<file path="src/rtl/ledr_pwm_pio.sv">
// Avalon-MM LED peripheral: NUM_CH outputs, each static, PWM, blink or blink-gated PWM.
// Shared prescaler / PWM frame / blink counters run free; per-channel duty is double-buffered.

// One LED channel: duty shadow + active copy swapped at frame end, and the registered mode mux.
module ledr_pwm_ch #(
  parameter int PWM_BITS = 8
) (
  input  logic                clk_i,
  input  logic                rst_ni,
  input  logic                wr_i,
  input  logic [PWM_BITS-1:0] wdata_i,
  input  logic                frame_end_i,
  input  logic [PWM_BITS-1:0] pwm_cnt_i,
  input  logic [1:0]          mode_i,
  input  logic                out_i,
  input  logic                phase_i,
  output logic [PWM_BITS-1:0] shadow_o,
  output logic                led_o
);
  logic [PWM_BITS-1:0] shadow_q, shadow_d, act_q, act_d;
  logic                led_q, led_d, pwm_on;

  // Next shadow/active duty; a write landing on frame end is taken into that frame.
  always_comb begin
    shadow_d = wr_i ? wdata_i : shadow_q;
    act_d    = frame_end_i ? shadow_d : act_q;
    pwm_on   = (pwm_cnt_i < act_q);
    case (mode_i)
      2'b00:   led_d = out_i;
      2'b01:   led_d = pwm_on;
      2'b10:   led_d = phase_i;
      default: led_d = phase_i & pwm_on;
    endcase
  end

  // Channel state registers.
  always_ff @(posedge clk_i or negedge rst_ni) begin
    if (!rst_ni) begin
      shadow_q <= '0;
      act_q    <= '0;
      led_q    <= 1'b0;
    end else begin
      shadow_q <= shadow_d;
      act_q    <= act_d;
      led_q    <= led_d;
    end
  end

  assign shadow_o = shadow_q;
  assign led_o    = led_q;
endmodule

module ledr_pwm_pio #(
  parameter int NUM_CH   = 10,
  parameter int PWM_BITS = 8,
  parameter int PRESC_W  = 16,
  parameter int BLINK_W  = 8
) (
  input  logic              clk_clk,
  input  logic              reset_reset_n,
  input  logic [4:0]        avs_address,
  input  logic              avs_read,
  input  logic              avs_write,
  input  logic [31:0]       avs_writedata,
  output logic [31:0]       avs_readdata,
  output logic [NUM_CH-1:0] ledr_export
);
  logic [NUM_CH-1:0]                out_q, out_d;
  logic [2*NUM_CH-1:0]              mode_q, mode_d;
  logic [PRESC_W-1:0]               presc_q, presc_d, presc_cnt_q, presc_cnt_d;
  logic [BLINK_W-1:0]               blink_q, blink_d, blink_cnt_q, blink_cnt_d, blink_lim;
  logic                             blink_phase_q, blink_phase_d;
  logic [PWM_BITS-1:0]              pwm_cnt_q, pwm_cnt_d;
  logic                             tick, frame_end;
  logic                             wr_out, wr_mode, wr_presc, wr_blink;
  logic [NUM_CH-1:0]                wr_duty;
  logic [NUM_CH-1:0][PWM_BITS-1:0]  shadow;
  logic [31:0]                      rdata_q, rdata_d;
  logic                             unused_wdata;

  assign unused_wdata = ^avs_writedata;

  // Register write decode and control register next state.
  always_comb begin
    wr_out   = avs_write && (avs_address == 5'd0);
    wr_mode  = avs_write && (avs_address == 5'd1);
    wr_presc = avs_write && (avs_address == 5'd2);
    wr_blink = avs_write && (avs_address == 5'd3);
    out_d    = wr_out   ? avs_writedata[NUM_CH-1:0]   : out_q;
    mode_d   = wr_mode  ? avs_writedata[2*NUM_CH-1:0] : mode_q;
    presc_d  = wr_presc ? avs_writedata[PRESC_W-1:0]  : presc_q;
    blink_d  = wr_blink ? avs_writedata[BLINK_W-1:0]  : blink_q;
  end

  // Free-running prescaler, PWM frame counter and blink phase.
  always_comb begin
    tick          = (presc_cnt_q == presc_q);
    frame_end     = tick && (pwm_cnt_q == '1);
    presc_cnt_d   = (wr_presc || tick) ? '0 : presc_cnt_q + PRESC_W'(1);
    pwm_cnt_d     = tick ? pwm_cnt_q + PWM_BITS'(1) : pwm_cnt_q;
    blink_lim     = (blink_q == '0) ? BLINK_W'(1) : blink_q;
    blink_cnt_d   = blink_cnt_q;
    blink_phase_d = blink_phase_q;
    if (frame_end) begin
      // >= so a limit lowered below the running count still wraps on the next frame end
      if (blink_cnt_q >= blink_lim - BLINK_W'(1)) begin
        blink_cnt_d   = '0;
        blink_phase_d = ~blink_phase_q;
      end else begin
        blink_cnt_d   = blink_cnt_q + BLINK_W'(1);
      end
    end
  end

  // Read mux sampled on avs_read; registers' pre-write values are returned.
  always_comb begin
    rdata_d = rdata_q;
    if (avs_read) begin
      rdata_d = '0;
      case (avs_address)
        5'd0:    rdata_d = 32'(out_q);
        5'd1:    rdata_d = 32'(mode_q);
        5'd2:    rdata_d = 32'(presc_q);
        5'd3:    rdata_d = 32'(blink_q);
        default: ;
      endcase
      for (int c = 0; c < NUM_CH; c++)
        if (avs_address == 5'(4 + c)) rdata_d = 32'(shadow[c]);
    end
  end

  // Shared state registers.
  always_ff @(posedge clk_clk or negedge reset_reset_n) begin
    if (!reset_reset_n) begin
      out_q         <= '0;
      mode_q        <= '0;
      presc_q       <= '0;
      blink_q       <= '0;
      presc_cnt_q   <= '0;
      pwm_cnt_q     <= '0;
      blink_cnt_q   <= '0;
      blink_phase_q <= 1'b0;
      rdata_q       <= '0;
    end else begin
      out_q         <= out_d;
      mode_q        <= mode_d;
      presc_q       <= presc_d;
      blink_q       <= blink_d;
      presc_cnt_q   <= presc_cnt_d;
      pwm_cnt_q     <= pwm_cnt_d;
      blink_cnt_q   <= blink_cnt_d;
      blink_phase_q <= blink_phase_d;
      rdata_q       <= rdata_d;
    end
  end

  assign avs_readdata = rdata_q;

  for (genvar c = 0; c < NUM_CH; c++) begin : g_ch
    assign wr_duty[c] = avs_write && (avs_address == 5'(4 + c));
    ledr_pwm_ch #(.PWM_BITS(PWM_BITS)) u_ch (
      .clk_i       (clk_clk),
      .rst_ni      (reset_reset_n),
      .wr_i        (wr_duty[c]),
      .wdata_i     (avs_writedata[PWM_BITS-1:0]),
      .frame_end_i (frame_end),
      .pwm_cnt_i   (pwm_cnt_q),
      .mode_i      (mode_q[2*c +: 2]),
      .out_i       (out_q[c]),
      .phase_i     (blink_phase_q),
      .shadow_o    (shadow[c]),
      .led_o       (ledr_export[c])
    );
  end
endmodule

</file>
<file path="config.mk">
export PLATFORM = sky130hd
export DESIGN_NAME = ledr_pwm_pio
export DESIGN_NICKNAME = d
export VERILOG_FILES = /design/src/rtl/ledr_pwm_pio.sv
export SDC_FILE = /design/constraint.sdc
export NUM_CORES = 1
export LEC_CHECK = 0
export BUFFER_PORTS_ARGS = -buffer_cell sky130_fd_sc_hd__buf_4
export CAP_MARGIN = 25
export CORE_MARGIN = 8
export CORE_UTILIZATION = 35
export CTS_CLUSTER_SIZE = 10
export DETAILED_ROUTE_END_ITERATION = 12
export GPL_TIMING_DRIVEN = 0
export PLACE_DENSITY = 0.53
export SYNTH_ARGS = -nofsm -noshare
export SYNTH_HDL_FRONTEND = slang
export SYNTH_HIERARCHICAL = 1
export SYNTH_SLANG_ARGS = --single-unit
</file>
<file path="constraint.sdc">
create_clock -name clk_clk -period 4.3 [get_ports clk_clk]
set_input_delay 0.86 -clock clk_clk [delete_from_list [all_inputs] [get_ports clk_clk]]
set_output_delay 0.86 -clock clk_clk [all_outputs]
set_load 0.1 [all_outputs]
</file>
==> results.md, run 1 <==
- Critical setup path kind: flop to flop
- Num CTS Buffers: 35
- Routed Antenna Nets: 0
- # rows: 73
- Cell family with most CP delay: simple AND/OR/NAND/NOR gates
- Area growth from synthesis to layout: 15.9%
- IO Pins: 83
- Number of remaining DRC errors: 0
- H-tree Lvls: 2
- Logic gate share of total power: 19.0%
- Post-CTS sizing: 0
- Top cell type's share of synthesized area: 48.9%
- Post-route minimum period: 3.61 ns
- WP data arrival: 4.06 ns
- Post-DP HPWL: 30.7 mm
- Root Buffer: clkbuf_16
- Leak pwr: 7.79 nW
- Worst r2r src: blink_q[5]$_DFFE_PN0P_
- Status: completed
- Total power per unit cell area: 459 nW/um2
- Commonest non-fill, non-tap cell in the layout: dfrtp_1
- CTS tree: built
- Worst path buffer plus inverter count: 1
- Syn avg cell area: 10.9 um2
- Design Area, Final: 16,400 um2
- Syn Inst Count: 1,305
- # setup viols final: 0
- Global-route wire length before repair: 66.9 mm
- Largest net degree at the start of global routing: 107
- WP data required: 4.75 ns
- CP max stage delay: 0.55 ns
- Post-synth EDFFs: 0
- Startpoint Class: flop
- Synth Cell Area: 14,200 um2
- Pre-antenna DRT Iters: 4
- Total wire length: 43.6 mm
- DR vias/cell: 5.30
- Layout Skew: 0.0139 ns
- Fin. Hold Viols: 0
- Slew Limit Fails: 0
- Overall Global Routing Usage: 18.5%
- Post-DP Area: 15,400 um2
- Antenna Cells: 0
- Dpl cells: 1,900
- Top FF cell, synth: dfrtp_1
- Sink Count: 277
- Antenna violations before repair: 1
- Setup slack, reg-to-reg: 0.69 ns
- Worst Hold Class: primary input to asynchronous set/reset pin
- Core ar.: 39,800 um2
- Fin crit share: 83.9%
- Congestion Overflow GR: 0
- Critical Path Start: blink_q[5]$_DFFE_PN0P_
- Worst slew pin tran: 1.10 ns
- IO buf count: 55
- Sequential share of power: 44.9%
- First DRT Iteration DRCs: 577
- Die Wd: 217 um
- # hold bufs at CTS: 0
- Post-CTS setup buffer count: 0
- Avg WL per Cell: 22.3 um
- Layout fillers: 3,955
- Max Freq: 0.277 GHz
- Post-synth top area cell: dfrtp_1
- Dominant cells by area after synthesis: dfrtp_1 (49%), mux2_2 (12%), ha_1 (7.2%)
- Internal: 5.14 mW
- Longest Clk Path Bufs: 3
- Max-Cap Viols: 0
- FF-to-FF path depth: 13
- Clock power frac: 36.1%
- Vias in the first global route: 10,700
- R2r endpoint: blink_cnt_q[6]$_DFFE_PN0P_
- Worst Setup End Kind: flop
- Sw Pwr: 2.40 mW
- Reg clk slew, reported paths: 0.05 ns
- Syn. warnings: 6
- Most frequent cells in the layout: dfrtp_1 (277), mux2_2 (151), nand2_1 (130)
- Slowest-stage cell, CP: a2111oi_0
- #FFs+latches synth: 277
- Sw frac: 31.9%
- Nets@finish: 1,535
- Worst skew pair latency: 0.52 ns
- DIE AREA: 47,200 um2
- Share of cells above drive strength 1: 22.1%
- Vias: 10,300
- Cell Count, Final, Fillers Out: 1,953
- Register area share after synthesis: 48.9%
- Yosys cell types: 62
- Max_slew headroom: 26.6%
- Maximum vdd drop: 0.469 mV
- Height of the die: 217 um
- Critical Path Fanout Max: 10
- Initial core utilization: 35.6%
- Crit path cell chain: nor4_1, a31oi_1, ha_1, nand2b_1, nor2_1, xnor2_1, ha_1, a2111oi_0, nand2b_1, o21a_1, clkbuf_1, or4_4, o211ai_2
- RSZ-0062 raised after global routing: no
- Ys async rst share: 100%
- RePlAce Congestion: 0.923
## through the flow
step	utilization (%)	setup TNS, ns	setup slack (ns)	hold WS [ns]	total power, mW
floorplan	-	0	1.15	0.471	4.29
global placement	38.4	-34.64	-0.146	0.487	4.84
detailed placement	38.7	0	0.714	0.489	4.86
CTS	41.3	0	0.685	0.360	7.62
finish	41.3	0	0.691	0.338	7.55
global route	41.3	0	0.364	0.397	7.87
## sequential cells by signal (all words and copies together) (netlist names)
register	flops
g_ch.u_ch/act_q	80
g_ch.u_ch/shadow_o	80
avs_readdata	20
mode_q	20
presc_cnt_q	16
presc_q	16
g_ch.u_ch/led_o	10
out_q	10
blink_cnt_q	8
blink_q	8
pwm_cnt_q	8
blink_phase_q	1
## cell type report
cell class | instances | area [um2] | area share, %
Buffer | 64 | 320 | 1.95
Clock buffer | 49 | 980 | 5.96
Clock inverter | 4 | 60.1 | 0.365
Inverter | 97 | 364 | 2.22
Multi-Input combinational cell | 878 | 6600 | 40.2
Sequential cell | 277 | 6930 | 42.2
Tap cell | 525 | 657 | 4.00
Timing Repair Buffer | 59 | 523 | 3.18
## power by group through the flow
stage	logic [mW]	clock network (mW)	registers (mW)
2_1_floorplan	0.786	0	3.50
3_3_place_gp	1.42	0	3.42
3_5_place_dp	1.44	0	3.42
4_1_cts	1.45	2.79	3.38
5_1_grt	1.55	2.89	3.43
6_report	1.44	2.72	3.39
## per-layer routing
| layer | vias up | global-route usage (%) | routed length, um |
|---|---|---|---|
| met3 | 64 | 3.34 | 2100 |
| met1 | 5206 | 25.6 | 20400 |
| met2 | 247 | 29.1 | 19800 |
| met4 | 0 | 5.61 | 1230 |
| li1 | 4830 | - | - |
| met5 | - | 0 | 0 |
## cell usage after synthesis, types with 13 or more instances
library cell and number:
a211oi_1 13, a21oi_1 23, a31oi_1 14, buf_2 22, buf_4 14, clkbuf_1 26, dfrtp_1 277, ha_1 82
inv_1 97, mux2_2 151, nand2_1 130, nand3_1 16, nor2_1 56, nor2b_1 25, nor3_1 21, o2111ai_1 20
o21ai_0 111, o22ai_1 17, xnor2_1 30
## kinds of logic after synthesis
kind of cell,synth area share [%]
xor+xnor,2.41
buf+inv,4.83
flops,48.9
compound gates,12.9
fa+ha+maj,7.24
other cells,0.0265
mux,13.4
simple gates,10.3
## worst max-delay path by stage
stage | end | slack, ns | depth (start not counted)
after floorplan | blink_cnt_q[6]$_DFFE_PN0P_ | 1.15 | 13
after global placement | g_ch[0].u_ch/act_q[5]$_DFFE_PN0P_ | -0.15 | 1
after detailed placement | blink_cnt_q[6]$_DFFE_PN0P_ | 0.71 | 13
after CTS | blink_cnt_q[6]$_DFFE_PN0P_ | 0.69 | 13
after global routing | blink_cnt_q[6]$_DFFE_PN0P_ | 0.36 | 13
final | blink_cnt_q[6]$_DFFE_PN0P_ | 0.69 | 13
Note: power is estimated with default switching activity, not from simulation.
==> inputs of run 2 (changes only) <==
Settings changed: ABC_AREA set to 1.
Clock period 4.3 ns to 3.78 ns, I/O delays scaled along.
==> run 2 against run 1 <==
Against the previous run:
- critical path type unchanged
- global-route usage decreased by 1.7 points
- power increased by 12%
- largest power group unchanged
- via count increased by 4.5%
==> results.md, run 2 <==
- Dominant cells by area after synthesis: dfrtp_1 (48%), nand2_1 (12%), ha_1 (7.1%)
- Reg clk slew, reported paths: 0.06 ns (about the same)
- Maximum vdd drop: 0.241 mV (-49%)
- Max-Cap Viols: 0 (unchanged)
- Ys async rst share: 100% (unchanged)
- IO buf count: 57 (+3.6%)
- Yosys cell types: 45 (-27%)
- # setup viols final: 0 (unchanged)
- Avg WL per Cell: 17.5 um (-22%)
- Area growth from synthesis to layout: 16.0% (about the same)
- Largest net degree at the start of global routing: 120 (+12%)
- Worst skew pair latency: 0.51 ns (about the same)
- # rows: 74 (+1.4%)
- Antenna violations before repair: 0 (-1)
- Vias: 10,800 (+4.5%)
- Syn avg cell area: 9.01 um2 (-17%)
- Share of cells above drive strength 1: 16.4% (-5.8 points)
- Post-synthesis xor/xnor area fraction: 1.71% (-0.70 points)
- Congestion Overflow GR: 0 (unchanged)
- Height of the die: 219 um (+0.66%)
- Logic gate share of total power: 19.5% (+0.5 points)
- Startpoint Class: flop
- Post-CTS setup buffer count: 0 (unchanged)
- R2r endpoint: g_ch[9].u_ch/act_q[4]$_DFFE_PN0P_
- Count leader, synth: nand2_1
- Slew Limit Fails: 0 (unchanged)
- Root Buffer: clkbuf_16
- Fin crit share: 82.2% (-1.7 points)
- # hold bufs at CTS: 0 (unchanged)
- Largest family of logic cells by synthesized area: simple AND/OR/NAND/NOR gates
- RePlAce Congestion: 0.898 (-2.8%)
- Pre-antenna DRT Iters: 5 (+1)
- Overall Global Routing Usage: 16.8% (-1.7 points)
- Worst r2r src: presc_cnt_q[14]$_DFF_PN0_
- Post-synth EDFFs: 0 (unchanged)
- First DRT Iteration DRCs: 605 (+4.9%)
- Core ar.: 40,700 um2 (+2.3%)
- Post-Synth Simple-Gate Area: 19.5% (+9.2 points)
- Initial core utilization: 35.3% (-0.31 points)
- Max_slew headroom: 28.0% (+1.4 points)
- H-tree Lvls: 2 (unchanged)
- Critical setup path kind: flop to flop
- Clock power frac: 35.8% (-0.3 points)
- IO Pins: 83 (unchanged)
- Max Freq: 0.322 GHz (+16%)
- Vias in the first global route: 11,200 (+4.9%)
- Sw Pwr: 2.71 mW (+13%)
- Cell mode on critical path: nand2_1
- Post-route minimum period: 3.11 ns (-0.500 ns)
- Commonest non-fill, non-tap cell in the layout: nand2_1
- Syn. warnings: 6 (unchanged)
- Sequential share of power: 44.7% (-0.2 points)
- Top cell type's share of synthesized area: 48.2% (-0.69 points)
- RSZ-0062 raised after global routing: no
- Leak pwr: 8.40 nW (+7.8%)
- Top FF cell, synth: dfrtp_1
- Hold WS: 0.156 ns (-0.183 ns)
- Fin. Hold Viols: 0 (unchanged)
- Worst slew pin tran: 1.08 ns (-0.0215 ns)
- DIE AREA: 47,800 um2 (+1.3%)
- FF-to-FF path depth: 11 (-2)
- Critical Path Fanout Max: 21 (+11)
- #FFs+latches synth: 277 (unchanged)
- Post-synthesis compound-gate area fraction: 8.39% (-4.5 points)
- Crit path cell chain: xnor2_1, nand2_1, nor4_4, nand2_4, nor3_4, nand2_1, nor2_4, buf_16, clkbuf_1, nand2_1, o21ai_0
- Die Wd: 219 um (+0.66%)
- WP data required: 4.21 ns (-0.54 ns)
- Slowest-stage cell, CP: nor2_4
- Num CTS Buffers: 35 (unchanged)
- Top post-synthesis cells by count: nand2_1 (449), dfrtp_1 (277), inv_1 (162), o21ai_0 (109), nor2_1 (86)
- WP data arrival: 3.54 ns (-0.52 ns)
- Setup TNS Final: 0 ns (unchanged)
- Status: completed
- Layout fillers: 4,150 (+4.9%)
- Post-DP HPWL: 28.3 mm (-8.1%)
- Nets@finish: 1,828 (+19%)
- Sink Count: 277 (unchanged)
- Setup slack, reg-to-reg: 0.67 ns (-0.02 ns)
- Sw frac: 32.0% (+0.19 points)
- Post-Synth Adder-Cell Area: 7.14% (-0.10 points)
- Total power per unit cell area: 506 nW/um2 (+10%)
- Routed Antenna Nets: 0 (unchanged)
- Register area share after synthesis: 48.2% (-0.69 points)
- Global-route wire length before repair: 63.3 mm (-5.4%)
- Total wire length: 39.4 mm (-9.7%)
- CP max stage delay: 0.51 ns (-0.04 ns)
- Worst Hold Class: primary input to asynchronous set/reset pin
- Post-CTS sizing: 0 (unchanged)
- CTS tree: built
- Post-synth top area cell: dfrtp_1
- Worst Setup End Kind: flop
- Mux share of post-synthesis cell area: 8.10% (-5.3 points)
- Layout Skew: 0.0189 ns (+0.00502 ns)
- Syn Inst Count: 1,595 (+22%)
- Most frequent cells in the layout: nand2_1 (449), dfrtp_1 (277), inv_1 (162)
- Longest Clk Path Bufs: 3 (unchanged)
- Total Power: 8.44 mW (+12%)
- Number of remaining DRC errors: 0 (unchanged)
- Internal: 5.74 mW (+12%)
- Synth Cell Area: 14,400 um2 (+1.4%)
- DR vias/cell: 4.81 (-9.2%)
- Antenna Cells: 0 (unchanged)
- Critical Path Start: presc_cnt_q[14]$_DFF_PN0_
- Core Util, Final: 40.9% (-0.35 points)
run 2: cells by family after synthesis:
kind of cell,Yosys count
XOR/XNOR,28
AND/OR/NAND/NOR,652
flip-flops,277
adder cells (fa/ha/maj),82
multiplexers,97
AO/OA/AOI/OAI,228
other,1
buffers and inverters,230
run 2: layout make-up:
cell class	instances	area [um2]	share of cell area [%]
Sequential cell	277	6930	41.6
Multi-Input combinational cell	1099	6500	39.0
Clock buffer	46	990	5.94
Inverter	179	672	4.03
Tap cell	532	666	3.99
Timing Repair Buffer	62	573	3.44
Buffer	51	324	1.94
Clock inverter	3	17.5	0.105
run 2: through the flow:
stage                     instances  setup WS (ns)  cell area [um2]
after detailed placement       2200          0.610            15700
after CTS                      2249          0.661            16700
final                          2249          0.671            16700
after global placement         2195         -0.781            15500
after global routing           2249          0.414            16700
after floorplan                1606          0.590            14400
run 2: how the worst max path moves through the flow:
stage                                                    to  slack (ns)  cells after the start
after global placement    g_ch[1].u_ch/act_q[7]$_DFFE_PN0P_       -0.78                     10
after detailed placement  g_ch[9].u_ch/act_q[0]$_DFFE_PN0P_        0.61                      9
final                     g_ch[9].u_ch/act_q[4]$_DFFE_PN0P_        0.67                     11
after CTS                 g_ch[9].u_ch/act_q[2]$_DFFE_PN0P_        0.66                     10
after global routing      g_ch[7].u_ch/act_q[6]$_DFFE_PN0P_        0.41                      8
after floorplan           g_ch[0].u_ch/act_q[1]$_DFFE_PN0P_        0.59                      9
run 2: power by group through the flow:
stage          registers (mW)  clock network (mW)  logic [mW]
2_1_floorplan            3.96                   0       0.931
3_3_place_gp             3.82                   0        1.62
3_5_place_dp             3.82                   0        1.67
4_1_cts                  3.78                3.11        1.67
5_1_grt                  3.83                3.23        1.85
6_report                 3.77                3.02        1.65
run 2: worst max-delay path, delay by kind of cell (launching register included):
| kind | cells | cell delay (ns) |
|---|---|---|
| compound gates | 1 | 0.09 |
| xor+xnor | 1 | 0.18 |
| flops | 1 | 0.43 |
| simple gates | 7 | 1.72 |
| buf+inv | 2 | 0.58 |
run 2: routing by layer:
metal	track usage [%]	vias up	wire (um)
li1	-	5378	-
met1	22.8	5162	18400
met2	27.1	200	18100
met3	2.54	75	1630
met4	5.56	0	1220
met5	0	-	0
